**src/rtl/spi_config_master_pkg.sv**
```systemverilog
// ---------------------------------------------------------------------------
// spi_config_master_pkg
//   Shared SNN configuration package. Holds the SPI configuration master FSM
//   encoding, frame limits and the byte map of the 80-byte configuration
//   image that the master streams into the SNN core.
// ---------------------------------------------------------------------------
package spi_config_master_pkg;

  localparam int unsigned BYTE_W          = 8;
  localparam int unsigned FRAME_BYTES_MAX = 255;

  // Master FSM states, in the order a frame walks through them.
  typedef enum logic [2:0] {
    ST_IDLE     = 3'd0,
    ST_LOAD     = 3'd1,
    ST_SHIFT_LO = 3'd2,
    ST_SHIFT_HI = 3'd3,
    ST_HOLD     = 3'd4,
    ST_DONE     = 3'd5
  } spi_state_t;

  // Configuration image byte map (offset / length in bytes).
  localparam int unsigned CFG_DECAY_OFS      = 0;
  localparam int unsigned CFG_DECAY_LEN      = 1;
  localparam int unsigned CFG_REFRACTORY_OFS = 1;
  localparam int unsigned CFG_REFRACTORY_LEN = 1;
  localparam int unsigned CFG_THRESHOLD_OFS  = 2;
  localparam int unsigned CFG_THRESHOLD_LEN  = 2;
  localparam int unsigned CFG_DIV_VALUE_OFS  = 4;
  localparam int unsigned CFG_DIV_VALUE_LEN  = 2;
  localparam int unsigned CFG_WEIGHTS_OFS    = 6;
  localparam int unsigned CFG_WEIGHTS_LEN    = 32;
  localparam int unsigned CFG_DELAYS_OFS     = 38;
  localparam int unsigned CFG_DELAYS_LEN     = 32;
  localparam int unsigned CFG_DEBUG_OFS      = 70;
  localparam int unsigned CFG_DEBUG_LEN      = 10;
  localparam int unsigned CFG_TOTAL_BYTES    = 80;

  // A frame request is only meaningful with at least one byte to send.
  function automatic logic frame_len_ok(input logic [BYTE_W-1:0] len);
    return len != '0;
  endfunction

endpackage

```
**src/rtl/spi_config_master_if.sv**
```systemverilog
// ---------------------------------------------------------------------------
// spi_config_master_if
//   Bundles the host-side byte stream handshake, the frame control/status
//   signals and the four SPI pins of spi_config_master.
//   master : view taken by spi_config_master itself
//   slave  : view taken by the host / SPI peripheral model driving it
// ---------------------------------------------------------------------------
interface spi_config_master_if;
  logic       start;      // one-cycle frame request
  logic [7:0] frame_len;  // bytes in the frame, captured on accepted start
  logic [7:0] tx_data;    // next byte to transmit
  logic       tx_valid;
  logic       tx_ready;   // high only while waiting for the next byte
  logic [7:0] rx_data;    // byte assembled from miso
  logic       rx_valid;   // one-cycle pulse
  logic       busy;
  logic       done;       // one-cycle pulse at frame end
  logic       sclk;
  logic       mosi;
  logic       ss;
  logic       miso;

  modport master (
    input  start, frame_len, tx_data, tx_valid, miso,
    output tx_ready, rx_data, rx_valid, busy, done, sclk, mosi, ss
  );

  modport slave (
    output start, frame_len, tx_data, tx_valid, miso,
    input  tx_ready, rx_data, rx_valid, busy, done, sclk, mosi, ss
  );
endinterface

```
**src/rtl/spi_shift_reg.sv**
```systemverilog
// ---------------------------------------------------------------------------
// spi_shift_reg
//   Single 8-bit register shared by the transmit and receive paths. A byte is
//   parallel-loaded, then shifted left once per bit; the vacated LSB takes
//   the miso bit captured earlier in the same bit period, so after eight
//   shifts the register holds the received byte.
// Ports
//   clk, reset  : rising-edge clock, synchronous active-high reset
//   load        : parallel-load load_data
//   load_data   : byte to transmit
//   sample      : capture miso (first cycle of SCLK high)
//   shift       : shift left, inserting the captured miso bit
//   miso        : serial input
//   shifted     : register value after the next shift (received byte on the
//                 last bit of a byte)
//   next_bit    : bit that reaches the MSB (next mosi value) on the next shift
// ---------------------------------------------------------------------------
module spi_shift_reg
  import spi_config_master_pkg::*;
(
  input  logic              clk,
  input  logic              reset,
  input  logic              load,
  input  logic [BYTE_W-1:0] load_data,
  input  logic              sample,
  input  logic              shift,
  input  logic              miso,
  output logic [BYTE_W-1:0] shifted,
  output logic              next_bit
);

  logic [BYTE_W-1:0] data;
  logic              miso_bit;

  // NOTE: sequential state is written only with non-blocking assignments so
  // every flop samples the pre-edge values regardless of block ordering.
  always_ff @(posedge clk) begin
    if (reset) begin
      data     <= '0;
      miso_bit <= 1'b0;
    end else begin
      if (load) begin
        data <= load_data;
      end else if (shift) begin
        data <= shifted;
      end
      // miso is captured on SCLK rise but only folded in on SCLK fall, so the
      // MSB driving mosi stays put for the whole high phase.
      if (sample) begin
        miso_bit <= miso;
      end
    end
  end

  assign shifted  = {data[BYTE_W-2:0], miso_bit};
  assign next_bit = data[BYTE_W-2];

endmodule

```
**src/rtl/spi_config_master.sv**
```systemverilog
// ---------------------------------------------------------------------------
// spi_config_master
//   SPI mode-0 master that streams a frame of frame_len bytes (MSB first)
//   from the host byte stream onto mosi while assembling the bytes returned
//   on miso. SS stays low for the whole frame, including the hold phase after
//   the last byte; SCLK is parked low whenever the host has not supplied the
//   next byte.
// Parameters
//   HALF_PERIOD : system_clock cycles per SCLK phase, legal 2..255
// Ports
//   system_clock : single rising-edge clock
//   reset        : synchronous active-high reset, aborts any frame
//   bus          : spi_config_master_if.master (handshake, status, SPI pins)
// ---------------------------------------------------------------------------
module spi_config_master
  import spi_config_master_pkg::*;
#(
  parameter int unsigned HALF_PERIOD = 4
) (
  input  logic                system_clock,
  input  logic                reset,
  spi_config_master_if.master bus
);

  // Every phase lasts HALF_PERIOD cycles: the counter reloads to N-1 on
  // entry and the phase ends on the cycle it reads zero.
  localparam logic [7:0] HP_RELOAD = 8'(HALF_PERIOD - 1);

  spi_state_t  state;
  logic [7:0]  hp_cnt;
  logic [2:0]  bit_cnt;
  logic [7:0]  byte_cnt;
  logic [7:0]  frame_len_q;

  logic        ss_q;
  logic        sclk_q;
  logic        mosi_q;
  logic        tx_ready_q;
  logic        rx_valid_q;
  logic        done_q;
  logic        busy_q;
  logic [7:0]  rx_data_q;

  logic        sr_load;
  logic        sr_sample;
  logic        sr_shift;
  logic [7:0]  sr_shifted;
  logic        sr_next_bit;
  logic        phase_last;
  logic        last_byte;

  assign phase_last = (hp_cnt == 8'd0);
  assign last_byte  = ((byte_cnt + 8'd1) >= frame_len_q);

  // Shift register strobes. Sampling on the first high cycle is unambiguous
  // because HALF_PERIOD >= 2 keeps HP_RELOAD distinct from zero.
  always_comb begin
    // NOTE: every output of this block gets a default first, so no path
    // leaves a value unassigned and no latch is inferred.
    sr_load   = 1'b0;
    sr_sample = 1'b0;
    sr_shift  = 1'b0;
    unique case (state)
      ST_LOAD: begin
        sr_load = bus.tx_valid;
      end
      ST_SHIFT_HI: begin
        sr_sample = (hp_cnt == HP_RELOAD);
        sr_shift  = phase_last;
      end
      default: ;
    endcase
  end

  spi_shift_reg u_shift_reg (
    .clk       (system_clock),
    .reset     (reset),
    .load      (sr_load),
    .load_data (bus.tx_data),
    .sample    (sr_sample),
    .shift     (sr_shift),
    .miso      (bus.miso),
    .shifted   (sr_shifted),
    .next_bit  (sr_next_bit)
  );

  // Single FSM process; all pin and status outputs are registered and set on
  // the transition into the state that owns them.
  always_ff @(posedge system_clock) begin
    if (reset) begin
      state       <= ST_IDLE;
      hp_cnt      <= '0;
      bit_cnt     <= '0;
      byte_cnt    <= '0;
      frame_len_q <= '0;
      ss_q        <= 1'b1;
      sclk_q      <= 1'b0;
      mosi_q      <= 1'b0;
      tx_ready_q  <= 1'b0;
      rx_valid_q  <= 1'b0;
      done_q      <= 1'b0;
      busy_q      <= 1'b0;
      rx_data_q   <= '0;
    end else begin
      rx_valid_q <= 1'b0;
      done_q     <= 1'b0;

      unique case (state)
        ST_IDLE: begin
          // frame_len is captured here only; later changes are ignored.
          if (bus.start && frame_len_ok(bus.frame_len)) begin
            state       <= ST_LOAD;
            frame_len_q <= bus.frame_len;
            byte_cnt    <= '0;
            bit_cnt     <= '0;
            busy_q      <= 1'b1;
            ss_q        <= 1'b0;
            tx_ready_q  <= 1'b1;
          end
        end

        ST_LOAD: begin
          // Without tx_valid the bus simply idles here with SS low and
          // SCLK low for as long as the host needs.
          if (bus.tx_valid) begin
            state      <= ST_SHIFT_LO;
            tx_ready_q <= 1'b0;
            mosi_q     <= bus.tx_data[7];
            hp_cnt     <= HP_RELOAD;
          end
        end

        ST_SHIFT_LO: begin
          if (phase_last) begin
            state  <= ST_SHIFT_HI;
            sclk_q <= 1'b1;
            hp_cnt <= HP_RELOAD;
          end else begin
            hp_cnt <= hp_cnt - 8'd1;
          end
        end

        ST_SHIFT_HI: begin
          if (phase_last) begin
            sclk_q  <= 1'b0;
            hp_cnt  <= HP_RELOAD;
            bit_cnt <= bit_cnt + 3'd1;  // wraps 7 -> 0 at byte end
            if (bit_cnt != 3'd7) begin
              state  <= ST_SHIFT_LO;
              mosi_q <= sr_next_bit;
            end else begin
              rx_valid_q <= 1'b1;
              rx_data_q  <= sr_shifted;
              byte_cnt   <= byte_cnt + 8'd1;
              if (last_byte) begin
                state <= ST_HOLD;
              end else begin
                state      <= ST_LOAD;
                tx_ready_q <= 1'b1;
              end
            end
          end else begin
            hp_cnt <= hp_cnt - 8'd1;
          end
        end

        ST_HOLD: begin
          // SS hold time after the final SCLK fall.
          if (phase_last) begin
            state  <= ST_DONE;
            ss_q   <= 1'b1;
            done_q <= 1'b1;
          end else begin
            hp_cnt <= hp_cnt - 8'd1;
          end
        end

        ST_DONE: begin
          state  <= ST_IDLE;
          busy_q <= 1'b0;
          mosi_q <= 1'b0;
        end

        default: begin
          state <= ST_IDLE;
        end
      endcase
    end
  end

  assign bus.ss       = ss_q;
  assign bus.sclk     = sclk_q;
  assign bus.mosi     = mosi_q;
  assign bus.tx_ready = tx_ready_q;
  assign bus.rx_valid = rx_valid_q;
  assign bus.rx_data  = rx_data_q;
  assign bus.done     = done_q;
  assign bus.busy     = busy_q;

endmodule

```
**src/flat_wrapper.sv**
```systemverilog
// flat-port wrapper written by rule: the top's interface ports become plain ports
module spi_config_master_flat import spi_config_master_pkg::*;
#(
  parameter int unsigned HALF_PERIOD = 4
)
  (system_clock, reset, bus_start, bus_frame_len, bus_tx_data, bus_tx_valid, bus_miso, bus_tx_ready, bus_rx_data, bus_rx_valid, bus_busy, bus_done, bus_sclk, bus_mosi, bus_ss);
  spi_config_master_if bus_i ();
  input  logic system_clock;
  input  logic reset;
  input wire logic [$bits(bus_i.start)-1:0] bus_start;
  input wire logic [$bits(bus_i.frame_len)-1:0] bus_frame_len;
  input wire logic [$bits(bus_i.tx_data)-1:0] bus_tx_data;
  input wire logic [$bits(bus_i.tx_valid)-1:0] bus_tx_valid;
  input wire logic [$bits(bus_i.miso)-1:0] bus_miso;
  output wire logic [$bits(bus_i.tx_ready)-1:0] bus_tx_ready;
  output wire logic [$bits(bus_i.rx_data)-1:0] bus_rx_data;
  output wire logic [$bits(bus_i.rx_valid)-1:0] bus_rx_valid;
  output wire logic [$bits(bus_i.busy)-1:0] bus_busy;
  output wire logic [$bits(bus_i.done)-1:0] bus_done;
  output wire logic [$bits(bus_i.sclk)-1:0] bus_sclk;
  output wire logic [$bits(bus_i.mosi)-1:0] bus_mosi;
  output wire logic [$bits(bus_i.ss)-1:0] bus_ss;
  assign bus_i.start = bus_start;
  assign bus_i.frame_len = bus_frame_len;
  assign bus_i.tx_data = bus_tx_data;
  assign bus_i.tx_valid = bus_tx_valid;
  assign bus_i.miso = bus_miso;
  assign bus_tx_ready = bus_i.tx_ready;
  assign bus_rx_data = bus_i.rx_data;
  assign bus_rx_valid = bus_i.rx_valid;
  assign bus_busy = bus_i.busy;
  assign bus_done = bus_i.done;
  assign bus_sclk = bus_i.sclk;
  assign bus_mosi = bus_i.mosi;
  assign bus_ss = bus_i.ss;
  spi_config_master #(.HALF_PERIOD(HALF_PERIOD)) u_core (.system_clock(system_clock), .reset(reset), .bus(bus_i));
endmodule
```
**config.mk**
```make
export PLATFORM = sky130hd
export DESIGN_NAME = spi_config_master_flat
export DESIGN_NICKNAME = d
export VERILOG_FILES = /design/src/rtl/spi_config_master_pkg.sv /design/src/rtl/spi_config_master_if.sv /design/src/rtl/spi_shift_reg.sv /design/src/rtl/spi_config_master.sv /design/src/flat_wrapper.sv
export SDC_FILE = /design/constraint.sdc
export NUM_CORES = 1
export LEC_CHECK = 0
export BUFFER_PORTS_ARGS = -buffer_cell sky130_fd_sc_hd__buf_4
export CAP_MARGIN = 10
export CORE_MARGIN = 10
export CORE_UTILIZATION = 61
export DETAILED_ROUTE_END_ITERATION = 10
export PLACE_DENSITY = 0.95
export SETUP_SLACK_MARGIN = 0.1
export SYNTH_ARGS = -nofsm -noshare
export SYNTH_HDL_FRONTEND = slang
export SYNTH_SLANG_ARGS = --single-unit
```
**constraint.sdc**
```tcl
create_clock -name system_clock -period 5.6 [get_ports system_clock]
set_input_delay 0.56 -clock system_clock [delete_from_list [all_inputs] [get_ports system_clock]]
set_output_delay 0.56 -clock system_clock [all_outputs]
set_load 0.01 [all_outputs]
```
Word level (Yosys, flattened, before mapping)
Index checks and enable logic that the tools add are counted.
Widths: inputs -> output; s select.
{"block": "word_totals", "input_bits": 21, "ff_bits": 53, "word_cells": 107}
{"block": "classes", "add_sub_neg": 3, "eq_ne": 16, "mux": 42, "order_cmp": 1, "reduce_logical": 26, "bitwise_logic": 4}
{"op": "$mux 8", "count": 6}
{"op": "$mux 3", "count": 9}
{"op": "$pmux 8 s3", "count": 1}
{"op": "$mux 1", "count": 16}
{"op": "$pmux 8 s2", "count": 1}
{"op": "$pmux 3 s5", "count": 1}
{"op": "$reduce_and 3->1", "count": 5}
{"op": "$mux 7", "count": 2}
{"op": "$ne 2x1->1 const B", "count": 5}
{"op": "$reduce_bool 2->1", "count": 5}
{"op": "$reduce_bool 3->1", "count": 3}
{"op": "$add 8x1->8 const B", "count": 1}
{"op": "$eq 8x2->1 const B", "count": 1}
{"op": "$ge 8x8->1", "count": 1}
{"op": "$logic_not 8->1", "count": 1}
{"op": "$ne 2x2->1 const B", "count": 4}
{"op": "$reduce_and 4->1", "count": 2}
{"op": "$reduce_bool 8->1", "count": 1}
{"op": "$sub 8x1->8 const B", "count": 1}
{"op": "$eq 3x2->1 const B", "count": 2}
{"op": "$eq 3x3->1 const B", "count": 2}
{"op": "$pmux 1 s2", "count": 3}
{"op": "$pmux 1 s3", "count": 2}
{"op": "$pmux 3 s2", "count": 1}
{"op": "11 further kinds", "count": 16}

Longest topological paths before layout
{"block": "depth", "ltp_word": 6, "mapped_depth": 10, "mapped_depth_nobuf": 10}

Modules after synthesis
Synthesis repeated with hierarchy kept, for this count alone.
{"block": "hier_totals", "cells_unflattened": 330, "hier_area_um2": 2748.9}
{"module": "spi_config_master", "cells_per_inst": 294, "instances": 1, "area_per_inst_um2": 2374.8}
{"module": "spi_shift_reg", "cells_per_inst": 36, "instances": 1, "area_per_inst_um2": 374.1}

Least setup slack after synthesis
Ideal clock, no wire load.
{"block": "synth_path", "path_type": "register to register", "startpoint": "register u_core.byte_cnt[0]", "endpoint": "register u_core.state[0]", "setup_slack_ps": 3411, "period_less_slack_ps": 2189, "stages_incl_launch_ff": 11, "arrival_time_ps": 2115, "cell_sequence": "dfxtp_1 -> ha_1 -> nand3_1 -> nor2_1 -> xor2_1 -> ha_1 -> a21o_1 -> a21oi_1 -> nand2b_1 -> o311a_1 -> o22ai_1"}
{"block": "synth_via", "elab_chain_len": 6}
{"item": "start, declared", "line_no": "spi_config_master.sv:32", "text": "logic [7:0] byte_cnt;"}
{"item": "start signal, assigned", "line_no": "spi_config_master.sv:154", "text": "byte_cnt <= byte_cnt + 8'd1;"}
{"item": "$add 8x1->8", "line_no": "spi_config_master.sv:53", "text": "assign last_byte = ((byte_cnt + 8'd1) >= frame_len_q);"}
{"item": "$ge 8x8->1", "line_no": "spi_config_master.sv:53"}
{"item": "$mux 3", "line_no": "spi_config_master.sv:155", "text": "if (last_byte) begin"}
{"item": "$mux 3", "line_no": "spi_config_master.sv:148", "text": "if (bit_cnt != 3'd7) begin"}
{"item": "$mux 3", "line_no": "spi_config_master.sv:144", "text": "if (phase_last) begin"}
{"item": "$pmux 3 s5", "line_no": "spi_config_master.sv:108", "text": "unique case (state)"}
{"item": "end signal, assigned", "line_no": "spi_config_master.sv:149", "text": "state <= ST_SHIFT_LO;"}
{"item": "end signal, assigned", "line_no": "spi_config_master.sv:156", "text": "state <= ST_HOLD;"}
{"item": "end signal, assigned", "line_no": "spi_config_master.sv:158", "text": "state <= ST_LOAD;"}
{"item": "end, declared", "line_no": "spi_config_master.sv:29", "text": "spi_state_t state;"}
No other way between the ends. The select of a mux whose other input is x is not followed.
A chain may end at the register's enable or synchronous reset.

Worst setup path in the final report
Same ends and word-level chain as after synthesis.

==> results.py <==
metrics = {
    "status": {
        "status": "completed",
    },
    "setup_path": {
        "critPathMostFrequentCell": "ha_1",
        "path_cells": "ha_1 > nand3_1 > nor2_1 > xor2_1 > ha_1 > a21o_1 > a21oi_1 > nand2b_1 > o311a_1 > o22ai_1",
        "critPathKind": "reg -> reg",
        "cp_max_fo": 6,
        "crit_path_start_kind": "flip-flop",
        "arrival_ps": 2810,
        "worstPathRequired_ps": 5840,
        "r2r_slack_ps": 3030,
        "cp-end-kind": "flip-flop",
        "slowest_delay_ps": 430,
        "worst-path-buf-inv": 0,
        "critPathSlowestCell": "dfxtp_1",
        "crit_family": "compound AO/OA/AOI/OAI gates",
    },
    "synthesis": {
        "synth-seq-cells": 53,
        "synth.most_common_cell": "dfxtp_1",
        "synth_top_cells_by_count": "dfxtp_1 (53), nand2_1 (49), nor2_1 (35)",
        "yosysSeqAreaShare_pct": 39.8,
        "synth_top_area_share_pct": 39.8,
        "synth.largest_area_cell": "dfxtp_1",
        "synth.net_count": 355,
        "async_reset_ff_share_pct": 0,
        "synthCells": 321,
        "synth_area_leaders": "dfxtp_1 (40%), nand2_1 (6.9%), ha_1 (6.1%), a21oi_1 (5.6%), nor2_1 (4.9%)",
        "ys.flop_type": "dfxtp_1",
        "synth_edf_count": 0,
        "yosysUniqueCellTypes": 50,
        "netlist_area_sq_um": 2660,
        "avgSynthCellArea_sq_um": 8.29,
        "ys.warnings.count": 0,
    },
    "global_routing": {
        "grt_pass1_wl_mm": 10.7,
        "gr-total-overflow": 0,
        "grt_pass1_vias": 2319,
        "grt_usage_pct": 17.4,
        "antenna_found_initial": 0,
        "grt_max_degree": 45,
    },
    "sta": {
        "max_slew_margin_pct": 37.1,
        "finalHoldViolCount": 0,
        "setup_tns_ps": 0,
        "fin_crit_sh_pct": 45.8,
        "fmax_mhz": 390,
        "worst_pin_slew_ps": 940,
        "finalSetupViolations": 0,
        "period_needed_ps": 2570,
        "skew_ps": 10.5,
        "slew_violations": 0,
        "rsz0062_at_grt": "no",
    },
    "clock_network": {
        "ctsHoldBuffers": 0,
        "cts_root_buf": "clkbuf_8",
        "cts_resized": 0,
        "cts_made_buffers": 5,
        "htreeDepth": 2,
        "postCtsSetupRepairBufs": 0,
        "cts_sinks": 53,
        "tritoncts": "yes",
        "clock_latency_ps": 310,
        "clk_pin_slew_ps": 100,
        "cts_buffer_depth": 2,
    },
    "pwr": {
        "comb_power_share_pct": 37.9,
        "p_leak_uw": 0.00118,
        "pwr-share-clk_pct": 18.9,
        "power.density_nw_per_um2": 397,
        "worst_ir_drop_vdd_mv": 0.268,
        "p_int_uw": 712,
        "seqPwrFrac_pct": 43.2,
        "swShare_pct": 40.3,
        "switchingPower_uw": 481,
    },
    "route": {
        "viasPerCell": 6.16,
        "drt_pass1_iterations": 5,
        "num_vias": 2462,
        "drtAntennaViolNets": 0,
        "routedWlPerCell_microns": 16.2,
        "routed_wl_mm": 6.49,
        "drcViolationCount": 0,
        "dr.first_iter.drc_count": 209,
    },
    "placed_design": {
        "detailed_place_hpwl_mm": 4.74,
        "place_congestion": 0.935,
        "port_buffers": 35,
    },
    "floorplanning": {
        "io_pins": 36,
        "die_w_microns": 86.1,
        "core_sq_um": 4120,
        "initial_core_util_pct": 64.7,
        "die_height_microns": 86.1,
        "die_area_sq_um": 7410,
        "rows": 23,
    },
    "cells_and_area": {
        "final_util_pct": 72.9,
        "fill_cells": 298,
        "layout-drive-gt1-share_pct": 14.6,
        "nets": 383,
        "area_delta_synth_final_pct": 12.7,
        "diodes": 0,
    },
    "run": {
        "cap_violations": 0,
    },
    "min_path": {
        "hp-class": "reg -> reg",
    },
}
## power groups by stage
stage          Combinational, uW  Sequential, uW  Clock [uW]
2_1_floorplan                352             495           0
5_1_grt                      501             523         241
4_1_cts                      446             512         225
6_report                     452             515         225
3_5_place_dp                 438             520           0
3_3_place_gp                 429             517           0
## final timing paths
path	startpoint	to	depth (start not counted)
max reg2reg	u_core.byte_cnt[0]	u_core.state[0]	10
min reg2reg	u_core.frame_len_q[2]	u_core.frame_len_q[2]	2
min	u_core.frame_len_q[2]	u_core.frame_len_q[2]	2
max	u_core.byte_cnt[0]	u_core.state[0]	10
## sequential cells by signal, summed over array words and instances, names as in the netlist
name                         count
u_core.bus.mosi                  1
u_core.bit_cnt                   3
u_core.bus.rx_data               8
u_core.bus.sclk                  1
u_core.bus.rx_valid              1
u_core.state                     3
u_core.u_shift_reg.data          7
u_core.bus.ss                    1
u_core.bus.busy                  1
u_core.frame_len_q               8
u_core.bus.tx_ready              1
u_core.hp_cnt                    8
u_core.bus.done                  1
u_core.byte_cnt                  8
u_core.u_shift_reg.miso_bit      1
## layout make-up
cell class              count  area [sq um]  share of cell area [%]
flip-flops and latches     53          1060                    35.3
multi-input cells         242          1480                    49.2
inverters                  12          45.0                    1.50
clock buffers               5          68.8                    2.29
clock inverters             3          25.0                   0.834
repair buffers             35           263                    8.75
well taps                  50          62.6                    2.08
## worst reg2reg max path: cells and delay by family, from the launching register on
kind	cells	cell delay [ps]
simple gates	3	410
xor+xnor	1	230
compound gates	4	900
flops	1	430
fa+ha+maj	2	530
## layout by cell type (no fill, tap or decap), types with 6 or more instances in the layout
cell	Yosys	layout
a21oi_1	30	30
nor3_1	8	8
o211ai_1	6	6
mux2i_1	8	8
inv_1	12	12
a211oi_1	9	9
xor2_1	6	6
o21ai_0	12	12
ha_1	13	13
nand3_1	9	9
a22oi_1	6	6
nand2_1	49	49
nor2_1	35	35
dfxtp_1	53	53
buf_4	2	35
## layer usage
| layer | global-route usage [%] | vias up | wire length, microns |
|---|---|---|---|
| li1 | - | 1195 | - |
| met3 | 5.49 | 17 | 525 |
| met5 | 0 | - | 0 |
| met2 | 29.7 | 104 | 3190 |
| met4 | 6.14 | 0 | 106 |
| met1 | 19.8 | 1146 | 2670 |
## stage by stage
step | power, uW | setup slack, ps | cells | area, sq um | hold WS [ps]
6_report | 1190 | 3030 | 400 | 3000 | 466
3_3_place_gp | 946 | 3050 | 392 | 2910 | 443
2_1_floorplan | 847 | 3410 | 321 | 2660 | 436
5_1_grt | 1260 | 2860 | 400 | 3000 | 483
4_1_cts | 1180 | 3100 | 400 | 3000 | 463
3_5_place_dp | 958 | 3020 | 392 | 2910 | 448
## cell families after synthesis
| group | synth area share, % |
|---|---|
| AOI/OAI and AO/OA | 20.2 |
| muxes | 3.01 |
| DFF | 39.8 |
| xor gates and xnor gates | 3.62 |
| adders and majority gates | 6.11 |
| buffers and inverters | 4.70 |
| and+or+nand+nor | 22.5 |
No activity file was read; power rests on OpenSTA's default activity.
